===== src/rtl/processador_pkg.sv =====
// Shared definitions for the processor front end: opcodes, fetch FSM states
// and the default execution watchdog limit.
package processador_pkg;

    localparam logic [3:0] OP_MV   = 4'b0000;
    localparam logic [3:0] OP_MVI  = 4'b0001;
    localparam logic [3:0] OP_ADD  = 4'b0010;
    localparam logic [3:0] OP_SUB  = 4'b0011;
    localparam logic [3:0] OP_LD   = 4'b0100;
    localparam logic [3:0] OP_ST   = 4'b0101;
    localparam logic [3:0] OP_MVNZ = 4'b0110;
    localparam logic [3:0] OP_AND  = 4'b0111;
    localparam logic [3:0] OP_B    = 4'b1000;
    localparam logic [3:0] OP_PUSH = 4'b1001;
    localparam logic [3:0] OP_POP  = 4'b1010;
    localparam logic [3:0] OP_HALT = 4'b1111;

    localparam int TIMEOUT_DEFAULT = 15;

    typedef enum logic [3:0] {
        S_IDLE,
        S_FETCH,
        S_WAIT,
        S_LOAD,
        S_FETCH_IMM,
        S_WAIT_IMM,
        S_LOAD_IMM,
        S_EXEC,
        S_HALTED
    } state_t;

endpackage


===== src/rtl/watchdog_exec.sv =====
// Saturating cycle counter guarding the EXEC phase; expired is high while
// the count sits at TIMEOUT.
module watchdog_exec
    import processador_pkg::*;
#(
    parameter int TIMEOUT = TIMEOUT_DEFAULT
) (
    input  logic clock,
    input  logic resetn,
    input  logic clear,
    input  logic enable,
    output logic expired
);

    localparam int CNT_W = $clog2(TIMEOUT + 1);
    localparam logic [CNT_W-1:0] LIMIT = CNT_W'(TIMEOUT);

    logic [CNT_W-1:0] r_count;

    always_ff @(posedge clock or negedge resetn) begin
        if (!resetn) begin
            r_count <= '0;
        end else if (clear) begin
            r_count <= '0;
        end else if (enable && (r_count != LIMIT)) begin
            r_count <= r_count + 1'b1;
        end
    end

    assign expired = (r_count == LIMIT);

endmodule


===== src/rtl/busca_instrucao.sv =====
// Instruction fetch/sequencer: reads opcode (and MVI immediate) words from a
// synchronous program memory and drives the run/done handshake to controle.
module busca_instrucao
    import processador_pkg::*;
#(
    parameter int                ADDR_W     = 8,
    parameter logic [ADDR_W-1:0] START_ADDR = '0,
    parameter int                TIMEOUT    = TIMEOUT_DEFAULT
) (
    input  logic              clock,
    input  logic              resetn,
    input  logic              start,
    output logic [ADDR_W-1:0] mem_addr,
    output logic              mem_rden,
    input  logic [15:0]       mem_q,
    output logic [9:0]        ir,
    output logic [15:0]       din,
    output logic              run,
    input  logic              done,
    output logic [ADDR_W-1:0] pc,
    output logic              busy,
    output logic              halted,
    output logic              err,
    output logic [15:0]       instr_count
);

    state_t            r_state;
    state_t            w_state_next;
    logic [3:0]        w_opcode;
    logic              w_expired;
    logic              w_run_next;
    logic              w_rden_next;
    logic              w_busy_next;
    logic [ADDR_W-1:0] r_pc;
    logic [9:0]        r_ir;
    logic [15:0]       r_din;
    logic              r_run;
    logic              r_mem_rden;
    logic              r_busy;
    logic              r_halted;
    logic              r_err;
    logic [15:0]       r_instr_count;

    assign w_opcode = mem_q[9:6];

    // The counter tracks cycles spent in EXEC including the current one,
    // so expiry lands exactly on the TIMEOUT-th EXEC cycle.
    watchdog_exec #(
        .TIMEOUT (TIMEOUT)
    ) u_watchdog (
        .clock   (clock),
        .resetn  (resetn),
        .clear   (w_state_next != S_EXEC),
        .enable  (w_state_next == S_EXEC),
        .expired (w_expired)
    );

    always_ff @(posedge clock or negedge resetn) begin
        if (!resetn) begin
            r_state <= S_IDLE;
        end else begin
            r_state <= w_state_next;
        end
    end

    always_comb begin
        w_state_next = r_state;
        case (r_state)
            S_IDLE, S_HALTED: if (start) w_state_next = S_FETCH;
            S_FETCH:          w_state_next = S_WAIT;
            S_WAIT:           w_state_next = S_LOAD;
            S_LOAD: begin
                if (w_opcode == OP_HALT)     w_state_next = S_HALTED;
                else if (w_opcode == OP_MVI) w_state_next = S_FETCH_IMM;
                else                         w_state_next = S_EXEC;
            end
            S_FETCH_IMM:      w_state_next = S_WAIT_IMM;
            S_WAIT_IMM:       w_state_next = S_LOAD_IMM;
            S_LOAD_IMM:       w_state_next = S_EXEC;
            // done takes priority over an expiring watchdog
            S_EXEC: begin
                if (done)           w_state_next = S_FETCH;
                else if (w_expired) w_state_next = S_HALTED;
            end
            default:          w_state_next = S_IDLE;
        endcase
    end

    // Handshake/status outputs are registered from the next state so they
    // line up with the state they describe, with no path from done to run.
    always_comb begin
        w_run_next  = (w_state_next == S_EXEC);
        w_rden_next = (w_state_next == S_FETCH) || (w_state_next == S_FETCH_IMM);
        w_busy_next = (w_state_next != S_IDLE) && (w_state_next != S_HALTED);
    end

    always_ff @(posedge clock or negedge resetn) begin
        if (!resetn) begin
            r_pc          <= START_ADDR;
            r_ir          <= '0;
            r_din         <= '0;
            r_run         <= 1'b0;
            r_mem_rden    <= 1'b0;
            r_busy        <= 1'b0;
            r_halted      <= 1'b0;
            r_err         <= 1'b0;
            r_instr_count <= '0;
        end else begin
            r_run      <= w_run_next;
            r_mem_rden <= w_rden_next;
            r_busy     <= w_busy_next;
            case (r_state)
                S_IDLE, S_HALTED: begin
                    if (start) begin
                        r_pc          <= START_ADDR;
                        r_halted      <= 1'b0;
                        r_err         <= 1'b0;
                        r_instr_count <= '0;
                    end
                end
                S_LOAD: begin
                    r_pc <= r_pc + 1'b1;
                    if (w_opcode == OP_HALT) r_halted <= 1'b1;
                    else                     r_ir     <= mem_q[9:0];
                end
                S_LOAD_IMM: begin
                    r_din <= mem_q;
                    r_pc  <= r_pc + 1'b1;
                end
                S_EXEC: begin
                    if (done) begin
                        r_instr_count <= r_instr_count + 1'b1;
                    end else if (w_expired) begin
                        r_err    <= 1'b1;
                        r_halted <= 1'b1;
                    end
                end
                default: ;
            endcase
        end
    end

    assign mem_addr    = r_pc;
    assign mem_rden    = r_mem_rden;
    assign ir          = r_ir;
    assign din         = r_din;
    assign run         = r_run;
    assign pc          = r_pc;
    assign busy        = r_busy;
    assign halted      = r_halted;
    assign err         = r_err;
    assign instr_count = r_instr_count;

endmodule


===== config.mk =====
export PLATFORM = sky130hd
export DESIGN_NAME = busca_instrucao
export DESIGN_NICKNAME = d
export VERILOG_FILES = /design/src/rtl/processador_pkg.sv /design/src/rtl/watchdog_exec.sv /design/src/rtl/busca_instrucao.sv
export SDC_FILE = /design/constraint.sdc
export NUM_CORES = 1
export LEC_CHECK = 0
export ABC_AREA = 1
export BUFFER_PORTS_ARGS = -buffer_cell sky130_fd_sc_hd__buf_2
export CAP_MARGIN = 20
export CORE_MARGIN = 2
export CORE_UTILIZATION = 40
export DETAILED_ROUTE_END_ITERATION = 8
export GPL_TIMING_DRIVEN = 0
export PLACE_DENSITY = 0.64
export SLEW_MARGIN = 40
export SYNTH_ARGS = -nofsm -noshare
export SYNTH_HDL_FRONTEND = slang
export SYNTH_HIERARCHICAL = 1
export SYNTH_SLANG_ARGS = --single-unit

===== constraint.sdc =====
create_clock -name clock -period 4.1 [get_ports clock]
set_clock_uncertainty 0.15 [all_clocks]
set_input_delay 0 -clock clock [delete_from_list [all_inputs] [get_ports clock]]
set_output_delay 0 -clock clock [all_outputs]
set_load 0.005 [all_outputs]

; After elaboration in Yosys (flattened, before gate mapping)
; Index checks and enable logic that the tools add are counted.
[totals]
elab_cells = 72
reg_bits = 63
[classes]
n_reduce_logical = 16
n_addsub = 3
n_mux = 19
eq_ne = 22
bitwise_logic = 1
[op_table]
columns = op, n
row1 = $mux 16, 2
row2 = $pmux 16 s2, 1
row3 = $pmux 4 s8, 1
row4 = $eq 4x3->1 const B, 6
row5 = $mux 4, 6
row6 = $add 16x1->16 const B, 1
row7 = $pmux 8 s2, 1
row8 = $eq 4x1->1 const B, 3
row9 = $eq 4x4->1 const B, 3
row10 = $add 8x1->8 const B, 1
row11 = $eq 4x2->1 const B, 2
row12 = $mux 8, 1
row13 = $ne 2x2->1 const B, 4
row14 = $ne 4x4->1 const B, 2
row15 = $reduce_bool 2->1, 3
row16 = $reduce_and 5->1, 1
row17 = $add 4x1->4 const B, 1
row18 = $logic_not 4->1, 1
row19 = $mux 1, 4
row20 = $ne 4x3->1 const B, 1
row21 = $reduce_and 2->1, 2
row22 = $reduce_and 4->1, 1
row23 = $reduce_bool 4->1, 1
row24 = $reduce_or 2->1, 2
row25 = other kinds (9), 10

; Logic depth before layout (Yosys ltp)
; Gate-level depths: netlist of run 1.
[logic_depth]
word_depth = 8
mapped_depth = 15
mapped_depth_nobuf = 15

; Modules after synthesis
; The synthesis of run 1 kept the hierarchy.
[modules_own_cells]
columns = module, instances, cells_each, area_per_inst_um2
row1 = busca_instrucao, 1, 372, 3049.2
row2 = watchdog_exec, 1, 29, 225.2

; Worst setup path after synthesis of run 1
; OpenSTA, ideal clock, no wires.
[synth_path]
path_type = register to register
start = reg u_watchdog.r_count[0]
end = reg u_watchdog.r_count[3]
setup_time_ns = 0.065
path_stages_with_launch = 13
path_buffers = 0
arrival_ns = 1.637
slack_ns = 2.248
cell_sequence = dfrtp_1 > ha_1 > nand3_1 > inv_1 > inv_1 > nand3b_1 > nor2_1 > nor2_4 > nand2_2 > nand3_1 > inv_1 > nand4_1 > nand2_1
[synth_via]
elab_chain_cells = 7
elab_cells_between_ends = 12
[synth_lines]
columns = element, line_no
row1 = start: declaration, watchdog_exec.sv:18  ; logic [CNT_W-1:0] r_count;
row2 = start signal: assignment, watchdog_exec.sv:26  ; r_count <= r_count + 1'b1;
row3 = $eq 4x4->1 *, watchdog_exec.sv:30  ; assign expired = (r_count == LIMIT);
row4 = via w_expired, busca_instrucao.sv:30  ; logic w_expired;
row5 = $mux 4 *, busca_instrucao.sv:83  ; else if (w_expired) w_state_next = S_HALTED;
row6 = $mux 4 *, busca_instrucao.sv:82  ; if (done) w_state_next = S_FETCH;
row7 = $pmux 4 s8 *, busca_instrucao.sv:68  ; case (r_state)
row8 = via w_state_next[1], busca_instrucao.sv:28  ; state_t w_state_next;
row9 = $eq 4x3->1, busca_instrucao.sv:54  ; .enable (w_state_next == S_EXEC),
row10 = $logic_and 1x1->1, watchdog_exec.sv:25  ; end else if (enable && (r_count != LIMIT)) begin
row11 = $reduce_bool 2->1 (no source line), n/a
; Mark *: on every way through the listed nets, which the timed path passes. The rest lies on a longest branch. The select of a mux whose other input is x is not followed.
; A chain may end at the register's enable or synchronous reset.

; Worst setup path after layout of run 1
[layout_path]
start = reg u_watchdog.r_count[0]
end = reg u_watchdog.r_count[0]
[layout_via]
elab_chain_cells = 7
elab_cells_between_ends = 12
[layout_lines]
columns = element, line_no
row1 = $eq 4x4->1, watchdog_exec.sv:30
row2 = via w_expired, busca_instrucao.sv:30
row3 = $mux 4, busca_instrucao.sv:83
row4 = $mux 4, busca_instrucao.sv:82
row5 = $pmux 4 s8, busca_instrucao.sv:68
row6 = via w_state_next[2], busca_instrucao.sv:28
row7 = $eq 4x3->1, n/a
row8 = via w_run_next, busca_instrucao.sv:31  ; logic w_run_next;
row9 = $logic_and 1x1->1, watchdog_exec.sv:25
row10 = $reduce_bool 2->1 (no source line), n/a
; The timed path passes the listed nets, and every way through them passes these cells. The select of a mux whose other input is x is not followed.

==> impl_metrics.yaml, run 1 <==
timing:
  finalSetupTns_ps: 0
  worst_pin_slew_ps: 339
  maxSlewViolCount: 0
  hold_viol_final: 0
  finalCriticalPeriod_ps: 2150
  setup_viol: 0
  fmax_mhz: 465
  slew_headroom_pct: 77.3
  rsz0062_at_grt: "no"
  finalCritPeriodShare_pct: 52.4
global_route:
  grt_max_degree: 35
  antenna_found_initial: 0
  grt_pass1_wl_um: 12900
  globalRouteTotalUtil_pct: 18.3
  grt-ovfl-total: 0
  grt_pass1_vias: 2839
critical_path:
  critPathCaptureType: "flop"
  slowest_stage: "dfrtp_1"
  startpoint: "u_watchdog/r_count[0]"
  worst-r2r-setup-slack_ps: 1950
  cpMostUsedCell: "nand2_1"
  reg2reg_from: "u_watchdog/r_count[0]"
  r2r_cells: 15
  cpPeakStageDelay_ps: 430
  cp-start-kind: "flop"
  cp_cell_sequence: "ha_1, nand3_1, inv_1, inv_1, nand3b_1, nand2_1, nand2_1, nand2_2, inv_1, nor2_1, nand2_1, inv_2, nand2_1, nand2_1, nor2_1"
  crit_family: "simple AND/OR/NAND/NOR gates"
  worst-path-buf-inv: 4
  critPathKind: "flop to flop"
  crit_required_ps: 4190
  crit_path_max_fanout: 6
  arrival_ps: 2240
  cp.depth: 15
synth:
  synth_compound_area_share_pct: 7.91
  yosys.area.top_type: "dfrtp_1"
  synthSimpleGateAreaFrac_pct: 32.4
  ys_top_cells_by_area: "dfrtp_1 48%, nand2_1 13%, inv_1 4.9%, nand4_1 3.8%, nand3_1 3.5%"
  synth_top_family_by_area: "simple AND/OR/NAND/NOR gates"
  syn_nets: 424
  synth_warnings: 6
  synth.area.mux_share_pct: 0
  synth_top_area_share_pct: 48.1
  synth_edf_count: 0
  synthCells: 401
  avgSynthCellArea_um2: 8.17
  synth_xor_xnor_area_share_pct: 0.535
  yosys.area_share.adder_pct: 1.15
  syn_area_um2: 3270
  async_flop_share_pct: 100
  seq_area_frac_synth_pct: 48.1
  yosys_register_bits: 63
  synth_cell_types: 31
  ys.flop_type: "dfrtp_1"
power_and_ir_drop:
  swShare_pct: 40.4
  p_seq_share_pct: 36.5
  internal_power_w: 0.00171
  vdd_drop_max_uv: 326
  switching_power_w: 0.00116
  clockPowerShare_pct: 21.0
  power.density_cell_area_nw_per_um2: 673
  p_leak_nw: 2.30
  pwr-share-comb_pct: 42.6
status:
  run_status: "complete, no violations"
clock_network:
  insertion_delay_ps: 340
  cts_buffers: 9
  cts_resized: 0
  cts.path.max_buffers: 2
  cts_sinks: 63
  cts_max_level: 3
  cts_tree: "yes"
  root_buffer: "clkbuf_8"
  hold_buffers: 20
  path_clk_slew_ps: 80
  post-cts-setup-buffer-count: 0
routing:
  drt_iter0_drc: 136
  vias: 2998
  wirelength_um: 7620
  via_per_inst: 4.82
  routedWlPerCell_um: 12.3
  drc: 0
  dr.pass1.iters: 4
  final_antenna_net_count: 0
final_layout:
  layout-drive-gt1-share_pct: 28.7
  n_antenna_cell: 0
  fin_nets: 538
  mostFrequentLayoutCells: "114 x nand2_1, 85 x buf_2, 63 x dfrtp_1"
  postLayoutCoreUtil_pct: 54.4
  area_growth_pct: 30.3
  final_common_cell: "nand2_1"
  nFillCells: 748
job:
  maxCapViolCount: 0
die:
  die_h_um: 94.5
  initial_core_util_pct: 41.7
  design.core.area_um2: 7850
  dieArea_um2: 8930
  io-pin-count: 83
  die-width_um: 94.5
  rows: 32
place:
  port-buffer-count: 82
  dp_hpwl_um: 5450
  globalplace.congestion: 0.809
worst_hold_path:
  min_path_type: "primary input to asynchronous set/reset pin"
[kinds of logic after synthesis]
| family | Yosys count |
|---|---|
| flip-flops | 63 |
| XOR/XNOR | 2 |
| adder cells (fa/ha/maj) | 3 |
| AO/OA/AOI/OAI | 49 |
| AND/OR/NAND/NOR | 217 |
| buffers and inverters | 67 |
[sequential cells by signal, indices dropped and copies added, names as in the netlist]
signal and cells:
mem_addr 8, ir 10, halted 1, din 16, r_state 4, busy 1, u_watchdog/r_count 4, instr_count 16
mem_rden 1, run 1, err 1
[power groups by stage]
stage                     logic, W  registers (W)  clock network [W]
after CTS                  0.00124        0.00104           0.000618
after detailed placement   0.00122        0.00105                  0
after floorplan           0.000774        0.00105                  0
after global placement     0.00120        0.00104                  0
final                      0.00122        0.00105           0.000602
after global routing       0.00139        0.00108           0.000647
[worst register-to-register path: stages, from the launching register on]
cell and delay (ps):
dfrtp_1 430, ha_1 240, nand3_1 110, inv_1 90
inv_1 90, nand3b_1 120, nand2_1 90, nand2_1 60
nand2_2 100, inv_1 60, nor2_1 140, nand2_1 80
inv_2 120, nand2_1 70, nand2_1 60, nor2_1 40
[per-layer routing]
layer	routed length, µm	part of all wire, %	up-vias	track usage (%)
li1	-	-	1512	-
met3	425	5.6	9	6.30
met2	3630	48	72	30.3
met1	3470	46	1405	22.9
met5	0	0	-	0
met4	91	1.2	0	5.07
[cells in the mapped netlist (2+ instances only)]
library cell	n
a21oi_1	9
buf_2	4
buf_4	9
buf_6	2
dfrtp_1	63
ha_1	3
inv_1	43
inv_2	7
nand2_1	114
nand2_2	8
nand2_4	4
nand3_1	23
nand3b_1	4
nand4_1	20
nor2_1	30
nor2_2	4
nor2_4	3
nor2_8	3
nor3_1	2
o21ai_0	23
o21ai_1	12
xor2_1	2
[path summary, 6_finish.rpt]
| check | to |
|---|---|
| worst min register to register | din[14] |
| worst max register to register | u_watchdog/r_count[0] |
| worst max-delay path | u_watchdog/r_count[0] |
| max in group asynchronous | r_state[1] |
| worst min-delay path | instr_count[7] |
| min in group clock | din[14] |
[cell type report]
class	count	area (µm²)	area share, %
timing repair buffer	103	643	15.1
sequential	63	1580	37.0
clock inverter	7	97.6	2.29
multi-input combinational	271	1380	32.3
tap	102	128	2.99
inverter	51	196	4.60
buffer	16	125	2.93
clock buffer	9	124	2.90
[through the flow]
| stage | total power (W) | instances | area, µm² | setup WS [ps] | hold slack, ps |
|---|---|---|---|---|---|
| after global placement | 0.00224 | 585 | 3810 | 2030 | 49.6 |
| after global routing | 0.00311 | 622 | 4270 | 1740 | 9.84 |
| final | 0.00287 | 622 | 4270 | 1950 | 2.10 |
| after floorplan | 0.00182 | 401 | 3270 | 2250 | -446 |
| after detailed placement | 0.00227 | 586 | 3830 | 1970 | -186 |
| after CTS | 0.00290 | 622 | 4270 | 1960 | 3.44 |
Note: power is estimated with default switching activity, not from simulation.
==> inputs of run 2 (changes only) <==
Settings changed: PLACE_DENSITY 0.64 to 0.66.
Clock period 4.1 ns to 1.75 ns, I/O delays scaled along.
==> run 2 against run 1 <==
The flow now finishes with violations (negative setup slack). Die area stayed put. Combinational power grew to 2.5 times the previous value. Setup slack worse by 2200 ps. Flip-flop and latch count stayed put. Wire length is 5.0% higher. Critical path depth stayed put. Largest cell class unchanged.
==> impl_metrics.yaml, run 2 (synthesis gave the netlist of run 1 again) <==
status:
  run_status: "complete, but fails checks"
  violations: "negative setup slack"
global_route:
  grt-ovfl-total: 0
  grt_pass1_wl_um: 13700
  antenna_found_initial: 0
  globalRouteTotalUtil_pct: 19.6
  grt_max_degree: 38
  grt_pass1_vias: 2951
place:
  dp_hpwl_um: 5460
  post-place-ws_ps: -205
  port-buffer-count: 82
  globalplace.congestion: 0.901
critical_path:
  critPathKind: "flop to flop"
  crit_required_ps: 1840
  critPathCaptureType: "flop"
  arrival_ps: 2040
  crit_path_max_fanout: 6
  cp-start-kind: "flop"
routing:
  via_per_inst: 4.79
  vias: 3077
  drt_iter0_drc: 159
  dr.pass1.iters: 4
  final_antenna_net_count: 0
  wirelength_um: 8010
  drc: 0
  routedWlPerCell_um: 12.5
power_and_ir_drop:
  power.density_cell_area_nw_per_um2: 1510
  p_leak_nw: 2.38
  power_w: 0.00668
  vdd_drop_max_uv: 794
job:
  maxCapViolCount: 0
clock_network:
  cts_sinks: 63
  cts_tree: "yes"
  root_buffer: "clkbuf_8"
  cts_max_level: 3
  cts_buffers: 9
  cts.path.max_buffers: 2
  path_clk_slew_ps: 70
  insertion_delay_ps: 350
timing:
  hold_viol_final: 0
  rsz0062_at_grt: "yes"
  finalSetupTns_ps: -881
  slew_headroom_pct: 79.8
  setup_ws_ps: -204
  finalCritPeriodShare_pct: 112
  maxSlewViolCount: 0
  worst_pin_slew_ps: 302
  fmax_mhz: 512
  finalCriticalPeriod_ps: 1950
  setup_viol: 5
die:
  initial_core_util_pct: 41.7
  design.core.area_um2: 7850
  die_h_um: 94.5
  io-pin-count: 83
  rows: 32
  die-width_um: 94.5
  dieArea_um2: 8930
final_layout:
  layout-drive-gt1-share_pct: 33.0
  final_common_cell: "nand2_1"
  n_antenna_cell: 0
  nFillCells: 746
  fin_nets: 558
  mostFrequentLayoutCells: "114 x nand2_1, 85 x buf_2, 62 x dfrtp_1"
  area_growth_pct: 34.8
  postLayoutCoreUtil_pct: 56.3
worst_hold_path:
  min_path_type: "primary input to flop"
## run 2: cell count changes in the layout (fill, tap and decap cells not counted), moves of 2 or more
| cell | previous run | this run |
|---|---|---|
| clkinv_4 | 3 | 5 |
| nor2_2 | 4 | 6 |
| inv_1 | 43 | 40 |
| clkinvlp_4 | 2 | 0 |
| inv_2 | 7 | 9 |
| clkinv_2 | 1 | 3 |
| dlygate4sd3_1 | 19 | 21 |
| bufinv_16 | 2 | 0 |
| buf_4 | 10 | 28 |
| nor2_1 | 30 | 27 |
| nand3_1 | 23 | 21 |
## run 2: final timing paths
path,cells after the start,startpoint,slack [ps],endpoint
worst min register to register,2,din[15],330,din[15]
worst max-delay path,15,u_watchdog/r_count[0],-200,u_watchdog/r_count[1]
worst max register to register,15,u_watchdog/r_count[0],-200,u_watchdog/r_count[1]
min in group asynchronous,4,resetn,530,instr_count[4]
worst min-delay path,4,mem_q[10],240,din[10]
max in group asynchronous,4,resetn,700,r_state[3]
## run 2: metrics by stage
stage	hold slack (ps)	area (µm²)	cells
2_1_floorplan	-446	3290	401
3_3_place_gp	49.2	3820	585
3_5_place_dp	-198	3850	586
4_1_cts	217	4370	637
5_1_grt	238	4410	642
6_report	238	4410	642
## run 2: repair_timing
item / in CTS / in global routing
buffers inserted: 13 / 5
endpoints found under the hold margin: 97 / 0
setup endpoints to repair: 4 / 9
pin swaps: 3 / 5
hold buffers: 22 / 0
resized for setup: 5 / 2
## run 2: area by class of cell
type                            instances  area [µm²]  area share [%]
Sequential cell                        63        1580            35.7
Multi-Input combinational cell        271        1410            32.0
Timing Repair Buffer                  123         798            18.1
Inverter                               51         199            4.51
Tap cell                              102         128            2.89
Buffer                                 16         125            2.83
Clock buffer                            9         124            2.81
Clock inverter                          7        50.0            1.13
## run 2: report_power, final
group	internal [W]	total (W)	switching [W]	leakage, nW
Clock	0.000514	0.00112	0.000610	0.0929
Sequential	0.00200	0.00245	0.000450	0.807
Combinational	0.00135	0.00311	0.00176	1.48
## run 2: routing by layer
layer | global-route usage (%) | share of wire (%) | wire length [µm] | vias up
met3 | 4.31 | 4.4 | 354 | 12
met2 | 32.1 | 49 | 3920 | 72
li1 | - | - | - | 1549
met1 | 25.2 | 45 | 3610 | 1444
met5 | 0 | 0 | 0 | -
met4 | 8.21 | 1.5 | 123 | 0
## run 2: critical path, cell delays in order (launching register included)
cell	delay, ps
dfrtp_1	390
ha_2	200
nand3_2	70
inv_2	50
inv_2	60
nand3b_1	160
nand2_1	130
nand2_1	70
nand2_2	110
inv_2	60
nor2_4	70
nand2_1	60
inv_2	110
nor2_4	60
nand2_1	50
nand2_1	40
==> inputs of run 3 (changes only) <==
Settings changed: CORE_UTILIZATION 40 to 48, PLACE_DENSITY 0.66 to 0.77.
==> run 3 against run 2 <==
The run still ends with negative setup slack left. Hold slack got worse by 230 ps. Via count increased by 2.4%. Non-clock buffer count decreased by 9. Critical path depth decreased by 3. Global-route usage increased by 4.0 points. Setup slack improved by 28 ps. Total power increased by 3.6%.
==> impl_metrics.yaml, run 3 (synthesis gave the netlist of run 1 again) <==
status:
  run_status: "complete, but fails checks"
  violations: "negative setup slack"
power_and_ir_drop:
  p_seq_share_pct: 35.8
  internal_power_w: 0.00398
  switching_power_w: 0.00294
  power.density_cell_area_nw_per_um2: 1590
  clockPowerShare_pct: 19.1
  vdd_drop_max_uv: 935
  pwr-share-comb_pct: 45.1
  p_leak_nw: 2.34
  swShare_pct: 42.5
global_route:
  grt_pass1_vias: 2953
  grt_pass1_wl_um: 13900
  grt-ovfl-total: 0
  grt_max_degree: 38
  antenna_found_initial: 0
  globalRouteTotalUtil_pct: 23.7
timing:
  setup_viol: 4
  finalSetupTns_ps: -622
  fmax_mhz: 519
  slew_headroom_pct: 75.7
  maxSlewViolCount: 0
  hold_viol_final: 0
  setup_ws_ps: -176
  finalCriticalPeriod_ps: 1930
  worst_pin_slew_ps: 363
  rsz0062_at_grt: "yes"
  hold_ws_ps: 4.95
  finalCritPeriodShare_pct: 110
final_layout:
  final_common_cell: "nand2_1"
  postLayoutCoreUtil_pct: 65.3
  stdcell_area_um2: 4360
  n_antenna_cell: 0
  fin_nets: 549
  layout-drive-gt1-share_pct: 32.8
  area_growth_pct: 33.2
  mostFrequentLayoutCells: "113 x nand2_1, 85 x buf_2, 61 x dfrtp_1"
  nFillCells: 567
critical_path:
  slowest_stage: "dfrtp_1"
  critPathCaptureType: "flop"
  cpPeakStageDelay_ps: 500
  r2r_cells: 12
  worst-r2r-setup-slack_ps: -180
  reg2reg_from: "r_state[1]"
  cp-start-kind: "flop"
  crit_required_ps: 1830
  cpMostUsedCell: "nand2_1"
  worst_r2r_endpoint: "u_watchdog/r_count[0]"
  startpoint: "r_state[1]"
  cp_cell_sequence: "nand2_4, nor2_2, buf_6, nand2_1, nand3_2, a21oi_2, nor2_2, nand2_1, inv_2, nand2_1, nand2_1, nor2_1"
  arrival_ps: 2010
  critPathKind: "flop to flop"
  crit_path_max_fanout: 10
routing:
  drc: 0
  drt_iter0_drc: 183
  vias: 3151
  final_antenna_net_count: 0
  wirelength_um: 8350
  routedWlPerCell_um: 13.7
  via_per_inst: 5.16
  dr.pass1.iters: 4
worst_hold_path:
  min_path_type: "primary input to asynchronous set/reset pin"
clock_network:
  cts_sinks: 63
  cts_buffers: 9
  cts_tree: "yes"
  path_clk_slew_ps: 80
  cts_max_level: 3
  insertion_delay_ps: 350
  cts.path.max_buffers: 2
  root_buffer: "clkbuf_8"
place:
  dp_hpwl_um: 5620
  post-place-ws_ps: -238
  placed_area_um2: 3820
  port-buffer-count: 82
  globalplace.congestion: 0.863
die:
  design.core.area_um2: 6680
  initial_core_util_pct: 49.0
  io-pin-count: 83
  die_h_um: 86.6
  dieArea_um2: 7500
  rows: 30
  die-width_um: 86.6
job:
  maxCapViolCount: 0
## run 3: cell count changes in the layout (fill, tap and decap cells not counted), moves of 2 or more
cell           previous run  this run
buf_4                    28        20
clkinv_2                  3         0
clkinv_4                  5         3
clkinvlp_4                0         2
dlygate4sd3_1            21        19
inv_6                     0         2
## run 3: final cells by class
type | instances | area [µm²] | share of cell area [%]
flip-flops and latches | 63 | 1580 | 36.2
multi-input cells | 271 | 1420 | 32.5
repair buffers | 114 | 738 | 16.9
inverters | 51 | 199 | 4.56
plain buffers | 16 | 125 | 2.87
clock buffers | 9 | 124 | 2.84
well taps | 80 | 100 | 2.29
clock inverters | 7 | 80.1 | 1.84
## run 3: critical path: cells and delay by family, from the launching register on
| family | cells | cell delay [ps] |
|---|---|---|
| DFF | 1 | 500 |
| AOI/OAI and AO/OA | 1 | 60 |
| and+or+nand+nor | 9 | 800 |
| buffers and inverters | 2 | 290 |
## run 3: worst max-delay path by stage
stage                             to  slack [ps]  cells past startpoint
2_1_floorplan  u_watchdog/r_count[0]          -6                     15
3_3_place_gp   u_watchdog/r_count[0]        -160                     15
3_5_place_dp   u_watchdog/r_count[0]        -240                     15
4_1_cts        u_watchdog/r_count[0]        -140                     15
5_1_grt        u_watchdog/r_count[0]        -300                     15
6_report       u_watchdog/r_count[0]        -180                     12
## run 3: power by group through the flow
stage	Combinational (W)	Clock (W)	Sequential [W]
2_1_floorplan	0.00183	0	0.00245
3_3_place_gp	0.00279	0	0.00245
3_5_place_dp	0.00290	0	0.00247
4_1_cts	0.00310	0.00133	0.00246
5_1_grt	0.00346	0.00141	0.00254
6_report	0.00312	0.00132	0.00248
## run 3: per-layer routing
layer / global-route usage (%) / up-vias / part of all wire, %
met3: 5.43 / 16 / 3.7
met5: 0 / - / 0
met1: 28.6 / 1519 / 42
met4: 11.1 / 0 / 2.3
met2: 39.9 / 77 / 52
li1: - / 1539 / -
## run 3: repair_timing
| action | 4_1_cts | 5_1_grt |
|---|---|---|
| resized for setup | 10 | 0 |
| hold endpoints to repair | 97 | 0 |
| setup endpoints to repair | 4 | 5 |
| pin swaps | 5 | 1 |
| hold buffers | 20 | 0 |
| setup buffers | 8 | 3 |
## run 3: per-stage QoR
stage,std cells,total power (W)
after global routing,611,0.00742
after CTS,608,0.00690
after floorplan,401,0.00428
after global placement,563,0.00524
final,611,0.00692
after detailed placement,564,0.00537
